## config.mk

```make
export PLATFORM = sky130hd
export DESIGN_NAME = prog_ctr
export DESIGN_NICKNAME = d
export VERILOG_FILES = /design/src/rtl/prog_ctr_pkg.sv /design/src/rtl/pc_ret_stack.sv /design/src/rtl/prog_ctr.sv
export SDC_FILE = /design/constraint.sdc
export NUM_CORES = 1
export LEC_CHECK = 0
export BUFFER_PORTS_ARGS = -buffer_cell sky130_fd_sc_hd__buf_2
export CORE_MARGIN = 2
export CORE_UTILIZATION = 50
export CTS_CLUSTER_DIAMETER = 80
export DETAILED_ROUTE_END_ITERATION = 6
export PLACE_DENSITY_LB_ADDON = 0.12
export SYNTH_ARGS = -nofsm -noshare
export SYNTH_HDL_FRONTEND = slang
export SYNTH_SLANG_ARGS = --single-unit
```

## constraint.sdc

```tcl
create_clock -name CLK -period 2.9 [get_ports CLK]
set_clock_uncertainty 0.1 [all_clocks]
set_input_delay 0.435 -clock CLK [delete_from_list [all_inputs] [get_ports CLK]]
set_output_delay 0.435 -clock CLK [all_outputs]
set_load 0.02 [all_outputs]
```

## src/rtl/prog_ctr_pkg.sv

```systemverilog
// prog_ctr_pkg: shared types and default sizes for the program counter
// and run-control block. The optional return-address stack is enabled
// by defining PROG_CTR_CALL_STACK_EN.
package prog_ctr_pkg;

  localparam int DEF_PC_W    = 10;
  localparam int DEF_OFF_W   = 8;
  localparam int DEF_CNT_W   = 16;
  localparam int STACK_DEPTH = 4;

  typedef enum logic [1:0] {
    ST_IDLE   = 2'd0,
    ST_RUN    = 2'd1,
    ST_HALTED = 2'd2
  } state_e;

endpackage

```

## src/rtl/pc_ret_stack.sv

```systemverilog
// pc_ret_stack: small LIFO holding return addresses for relative calls.
// Push is ignored when full and pop is ignored when empty; the caller
// decides how to flag those cases. i_clr empties the stack synchronously.
module pc_ret_stack
  import prog_ctr_pkg::*;
#(
  parameter int W     = DEF_PC_W,
  parameter int DEPTH = STACK_DEPTH
) (
  input  logic         CLK,
  input  logic         rst_n,
  input  logic         i_clr,
  input  logic         i_push,
  input  logic         i_pop,
  input  logic [W-1:0] i_data,
  output logic [W-1:0] o_top,
  output logic         o_full,
  output logic         o_empty
);

  localparam int CW = $clog2(DEPTH + 1);
  localparam int AW = (DEPTH > 1) ? $clog2(DEPTH) : 1;

  logic [W-1:0]  r_mem [DEPTH];
  logic [CW-1:0] r_cnt;
  logic [AW-1:0] w_wr_idx;
  logic [AW-1:0] w_top_idx;

  // Write slot is the current fill level; top of stack is one below it.
  assign w_wr_idx  = AW'(r_cnt);
  assign w_top_idx = AW'(r_cnt - {{(CW-1){1'b0}}, 1'b1});
  assign o_full    = (r_cnt == CW'(DEPTH));
  assign o_empty   = (r_cnt == {CW{1'b0}});
  assign o_top     = r_mem[w_top_idx];

  // Fill level and storage; full/empty guards keep the count in range.
  always_ff @(posedge CLK or negedge rst_n) begin
    if (!rst_n) begin
      r_cnt <= {CW{1'b0}};
      for (int i = 0; i < DEPTH; i++) begin
        r_mem[i] <= {W{1'b0}};
      end
    end else if (i_clr) begin
      r_cnt <= {CW{1'b0}};
    end else if (i_push && !o_full) begin
      r_mem[w_wr_idx] <= i_data;
      r_cnt           <= r_cnt + {{(CW-1){1'b0}}, 1'b1};
    end else if (i_pop && !o_empty) begin
      r_cnt <= r_cnt - {{(CW-1){1'b0}}, 1'b1};
    end else begin
      r_cnt <= r_cnt;
    end
  end

endmodule

```

## src/rtl/prog_ctr.sv

```systemverilog
// prog_ctr: program counter and IDLE/RUN/HALTED run-control for the
// single-cycle CPU. Produces the instruction address each cycle from the
// branch/halt strobes and the signed relative offset, plus a saturating
// RUN-cycle counter. Define PROG_CTR_CALL_STACK_EN to add call/ret
// support through a return-address stack; otherwise call/ret are ignored
// and stack_err stays 0.
module prog_ctr
  import prog_ctr_pkg::*;
#(
  parameter int PC_W  = DEF_PC_W,
  parameter int OFF_W = DEF_OFF_W,
  parameter int CNT_W = DEF_CNT_W
) (
  input  logic             CLK,
  input  logic             rst_n,
  input  logic             start,
  input  logic             stall,
  input  logic             halt,
  input  logic             branch_en,
  input  logic [OFF_W-1:0] offset,
  input  logic             call,
  input  logic             ret,
  output logic [PC_W-1:0]  pc,
  output logic             running,
  output logic             done,
  output logic [CNT_W-1:0] cycle_cnt,
  output logic             stack_err
);

  state_e            r_state;
  state_e            w_state_nxt;
  logic [PC_W-1:0]   r_pc;
  logic [PC_W-1:0]   w_pc_nxt;
  logic [PC_W-1:0]   w_pc_inc;
  logic [PC_W-1:0]   w_pc_br;
  logic [PC_W-1:0]   w_off_ext;
  logic [CNT_W-1:0]  r_cnt;
  logic [CNT_W-1:0]  w_cnt_nxt;
  logic              r_err;
  logic              w_err_nxt;
  logic              w_push;
  logic              w_pop;
  logic              w_clr;
  logic              w_call;
  logic              w_ret;
  logic              w_stk_full;
  logic              w_stk_empty;
  logic [PC_W-1:0]   w_stk_top;

  // Offsets are two's complement; sign-extend so the add wraps modulo 2^PC_W.
  assign w_off_ext = PC_W'($signed(offset));
  assign w_pc_inc  = r_pc + {{(PC_W-1){1'b0}}, 1'b1};
  assign w_pc_br   = r_pc + w_off_ext;

`ifdef PROG_CTR_CALL_STACK_EN
  assign w_call = call;
  assign w_ret  = ret;

  pc_ret_stack #(
    .W     (PC_W),
    .DEPTH (STACK_DEPTH)
  ) u_ret_stack (
    .CLK     (CLK),
    .rst_n   (rst_n),
    .i_clr   (w_clr),
    .i_push  (w_push),
    .i_pop   (w_pop),
    .i_data  (w_pc_inc),
    .o_top   (w_stk_top),
    .o_full  (w_stk_full),
    .o_empty (w_stk_empty)
  );
`else
  // Without the stack, call/ret never reach the next-PC logic.
  logic w_unused;
  assign w_call      = 1'b0;
  assign w_ret       = 1'b0;
  assign w_stk_full  = 1'b0;
  assign w_stk_empty = 1'b1;
  assign w_stk_top   = {PC_W{1'b0}};
  assign w_unused    = &{1'b0, call, ret, w_push, w_pop, w_clr};
`endif

  // Next-state, next-PC and counter selection; RUN priority is
  // stall > halt > ret > call > branch > increment.
  always_comb begin
    w_state_nxt = r_state;
    w_pc_nxt    = r_pc;
    w_cnt_nxt   = r_cnt;
    w_err_nxt   = r_err;
    w_push      = 1'b0;
    w_pop       = 1'b0;
    w_clr       = 1'b0;
    case (r_state)
      ST_IDLE, ST_HALTED: begin
        if (start) begin
          w_state_nxt = ST_RUN;
          w_pc_nxt    = {PC_W{1'b0}};
          w_cnt_nxt   = {CNT_W{1'b0}};
          w_err_nxt   = 1'b0;
          w_clr       = 1'b1;
        end else begin
          w_state_nxt = r_state;
        end
      end
      ST_RUN: begin
        if (r_cnt != {CNT_W{1'b1}}) begin
          w_cnt_nxt = r_cnt + {{(CNT_W-1){1'b0}}, 1'b1};
        end else begin
          w_cnt_nxt = r_cnt;
        end
        if (stall) begin
          w_pc_nxt = r_pc;
        end else if (halt) begin
          w_pc_nxt    = r_pc;
          w_state_nxt = ST_HALTED;
        end else if (w_ret) begin
          if (!w_stk_empty) begin
            w_pc_nxt = w_stk_top;
            w_pop    = 1'b1;
          end else begin
            w_pc_nxt  = w_pc_inc;
            w_err_nxt = 1'b1;
          end
        end else if (w_call) begin
          // The jump is taken even when the return address cannot be saved.
          w_pc_nxt = w_pc_br;
          if (!w_stk_full) begin
            w_push = 1'b1;
          end else begin
            w_err_nxt = 1'b1;
          end
        end else if (branch_en) begin
          w_pc_nxt = w_pc_br;
        end else begin
          w_pc_nxt = w_pc_inc;
        end
      end
      default: begin
        w_state_nxt = ST_IDLE;
        w_pc_nxt    = {PC_W{1'b0}};
        w_cnt_nxt   = {CNT_W{1'b0}};
        w_err_nxt   = 1'b0;
        w_clr       = 1'b1;
      end
    endcase
  end

  // Architectural state registers, cleared asynchronously by rst_n.
  always_ff @(posedge CLK or negedge rst_n) begin
    if (!rst_n) begin
      r_state <= ST_IDLE;
      r_pc    <= {PC_W{1'b0}};
      r_cnt   <= {CNT_W{1'b0}};
      r_err   <= 1'b0;
    end else begin
      r_state <= w_state_nxt;
      r_pc    <= w_pc_nxt;
      r_cnt   <= w_cnt_nxt;
      r_err   <= w_err_nxt;
    end
  end

  assign pc        = r_pc;
  assign running   = (r_state == ST_RUN);
  assign done      = (r_state == ST_HALTED);
  assign cycle_cnt = r_cnt;
  assign stack_err = r_err;

endmodule

```

==> impl_metrics.json <==
{
  "hold_viol": 0,
  "syn_inst": 202,
  "drive_gt1_share_pct": 21.81,
  "synthTopCellsByArea": "dfrtp_1 (39%), ha_1 (7.0%), o21ai_1 (6.2%), nand2_1 (5.9%), nor2_1 (3.2%)",
  "dp_hpwl_um": 2830,
  "antenna_found_initial": 0,
  "place.port_buffers": 41,
  "synth_cell_type_count": 48,
  "clkSinkCount": 28,
  "drt_iter0_markers": 71,
  "yosys_most_used_dff": "dfrtp_1",
  "slowest_stage": "nand2b_1",
  "drc": 0,
  "synth_top_area_cell": "dfrtp_1",
  "clock-root-buffer": "clkbuf_4",
  "fmax_mhz": 448.4,
  "fin_cells": 289,
  "fp.dieW_um": 63.70,
  "die_h_um": 63.70,
  "clk_pin_slew_worst_paths_ps": 150,
  "hold_path.class": "primary input to async pin",
  "syn_area_sq_um": 1782,
  "post_cts_buffers": 0,
  "synth_top_area_share_pct": 39.33,
  "vdd_drop_max_mv": 0.3313,
  "vias_per_cell": 5.550,
  "syn_avg_cell_area_sq_um": 8.820,
  "end_kind": "output port",
  "coreArea_sq_um": 3390,
  "rr_worst_depth": 7,
  "cp_max_fo": 16,
  "final_util_pct": 60.65,
  "clock_latency_ps": 320,
  "path_cells": "nand2b_1 -> inv_2 -> buf_2",
  "firstDrtPassIters": 4,
  "slew_headroom_pct": 57.83,
  "worstSetupStartpointType": "flop",
  "period_minus_slack_ps": 2230,
  "cts_made_buffers": 3,
  "p_per_area_nw_per_um2": 648.3,
  "dpl.cell_count": 285,
  "reg2reg_setup_slack_ps": 700,
  "ant_nets": 0,
  "wire_per_inst_um": 13.11,
  "maxCapViolCount": 0,
  "wirelength_um": 3789,
  "cp.required_ps": 2370,
  "htreeDepth": 1,
  "pin_count": 45,
  "rsz0062_at_grt": "false",
  "period_share_pct": 76.91,
  "seq_area_frac_synth_pct": 39.33,
  "cts.path.max_buffers": 2,
  "drv_slew": 0,
  "grt_use_total_pct": 19.98,
  "netlist_top_cells_count": "dfrtp_1 (28), nand2_1 (28), o21ai_1 (22), nor2_1 (15), ha_1 (10)",
  "synth-edff-count": 0,
  "antenna_cells": 0,
  "worst_slew_pin_slew_ps": 632.6,
  "num_rows": 21,
  "cts_tree": "built",
  "outcome": "finished, final reports clean",
  "globalplace.congestion": 0.8771,
  "hold_buffers": 0,
  "cts.repair.resized": 0,
  "crit_type": "flop to output port",
  "async_flop_share_pct": 100.0,
  "critPathArrivalTime_ps": 1700,
  "initial_utilization_pct": 52.57,
  "finalSetupTns_ps": 0,
  "r2r-end": "pc[9]",
  "route.vias.total": 1604,
  "nets": 271,
  "grt_pass1_vias": 1411,
  "yosys_warnings": 0,
  "ys_ff_latch": 28,
  "grt_pass1_wl_um": 6506,
  "syn_nets": 229,
  "area_growth_pct": 15.38,
  "cpPeakStageDelay_ps": 480,
  "total_leakage_power_nw": 1.011,
  "finalSetupViolCount": 0,
  "holdWs_ps": 2.368,
  "grt_max_degree": 29,
  "grt_overflow": 0,
  "r2r_start": "pc[1]",
  "dieArea_sq_um": 4057
}
cell usage in the layout (no fill, tap or decap), types with 2 or more instances in the layout:
cell	n
dfrtp_1	28
nand2b_1	5
nand2_1	28
o21ai_1	22
nand3_1	5
and2_1	5
o311ai_0	2
a21o_1	3
buf_2	41
nor2b_1	4
a21oi_1	7
a31oi_1	4
clkbuf_4	3
and3_1	5
a22o_1	3
nor3_1	4
xnor2_1	4
o31ai_1	3
ha_1	10
o21ai_0	8
inv_1	5
o41ai_1	2
nand4_1	2
nor2_1	15
flip-flops by register name (all words and copies together), names as in the netlist:
signal	cells
cycle_cnt	16
pc	10
r_state	2
metrics by stage:
stage	total power (W)	area (sq um)	setup WS (ps)
after floorplan	0.0009866	1782	694.1
after global placement	0.001148	2019	431.2
after detailed placement	0.001149	2019	404.8
after CTS	0.001345	2056	661.9
after global routing	0.001441	2056	493.9
final	0.001333	2056	669.7
report_power, final:
part / internal [W] / total, W / switching (W)
registers: 0.000457 / 0.000526 / 0.0000683
logic: 0.000213 / 0.000618 / 0.000404
clock network: 0.0000767 / 0.000190 / 0.000113
total: 0.000747 / 0.00133 / 0.000585
how the worst max path moves through the flow:
stage / startpoint / cells past startpoint / slack, ps / endpoint
after floorplan: offset[1] / 9 / 690 / pc[9]
after global placement: branch_en / 10 / 430 / pc[9]
after detailed placement: branch_en / 10 / 400 / pc[9]
after CTS: r_state[0] / 3 / 660 / running
after global routing: cycle_cnt[0] / 7 / 490 / cycle_cnt[5]
final: r_state[0] / 3 / 670 / running
cells by family (layout without fill, tap and decap cells):
logic type / after synthesis / in the layout / synth area share, %
AND/OR/NAND/NOR: 80 / 80 / 22.26
AO/OA/AOI/OAI: 65 / 65 / 23.95
flip-flops: 28 / 28 / 39.33
adder cells (fa/ha/maj): 11 / 11 / 8.146
buffers and inverters: 11 / 52 / 3.090
XOR/XNOR: 5 / 5 / 2.458
other: 1 / 1 / 0.2105
multiplexers: 1 / 1 / 0.5618
area by class of cell:
type                       count  area [sq um]
clock buffer                   4         36.28
fill                         315          1334
multi-input combinational    163          1026
timing repair buffer          42         212.7
tap                           46         57.56
sequential                    28         700.7
inverter                       6         22.52
per-layer routing:
| metal | track usage [%] | up-vias | part of all wire [%] |
|---|---|---|---|
| met5 | 0 | - | 0 |
| li1 | - | 814 | - |
| met3 | 3.214 | 2 | 4.1 |
| met1 | 31.55 | 748 | 53 |
| met2 | 28.42 | 40 | 42 |
| met4 | 4.348 | 0 | 0.58 |
critical path: cells and delay by family (launching register included):
kind | cells | cell delay [ps]
buf+inv | 2 | 450
simple gates | 1 | 480
flops | 1 | 450
Power figures use the tool's default switching activity.
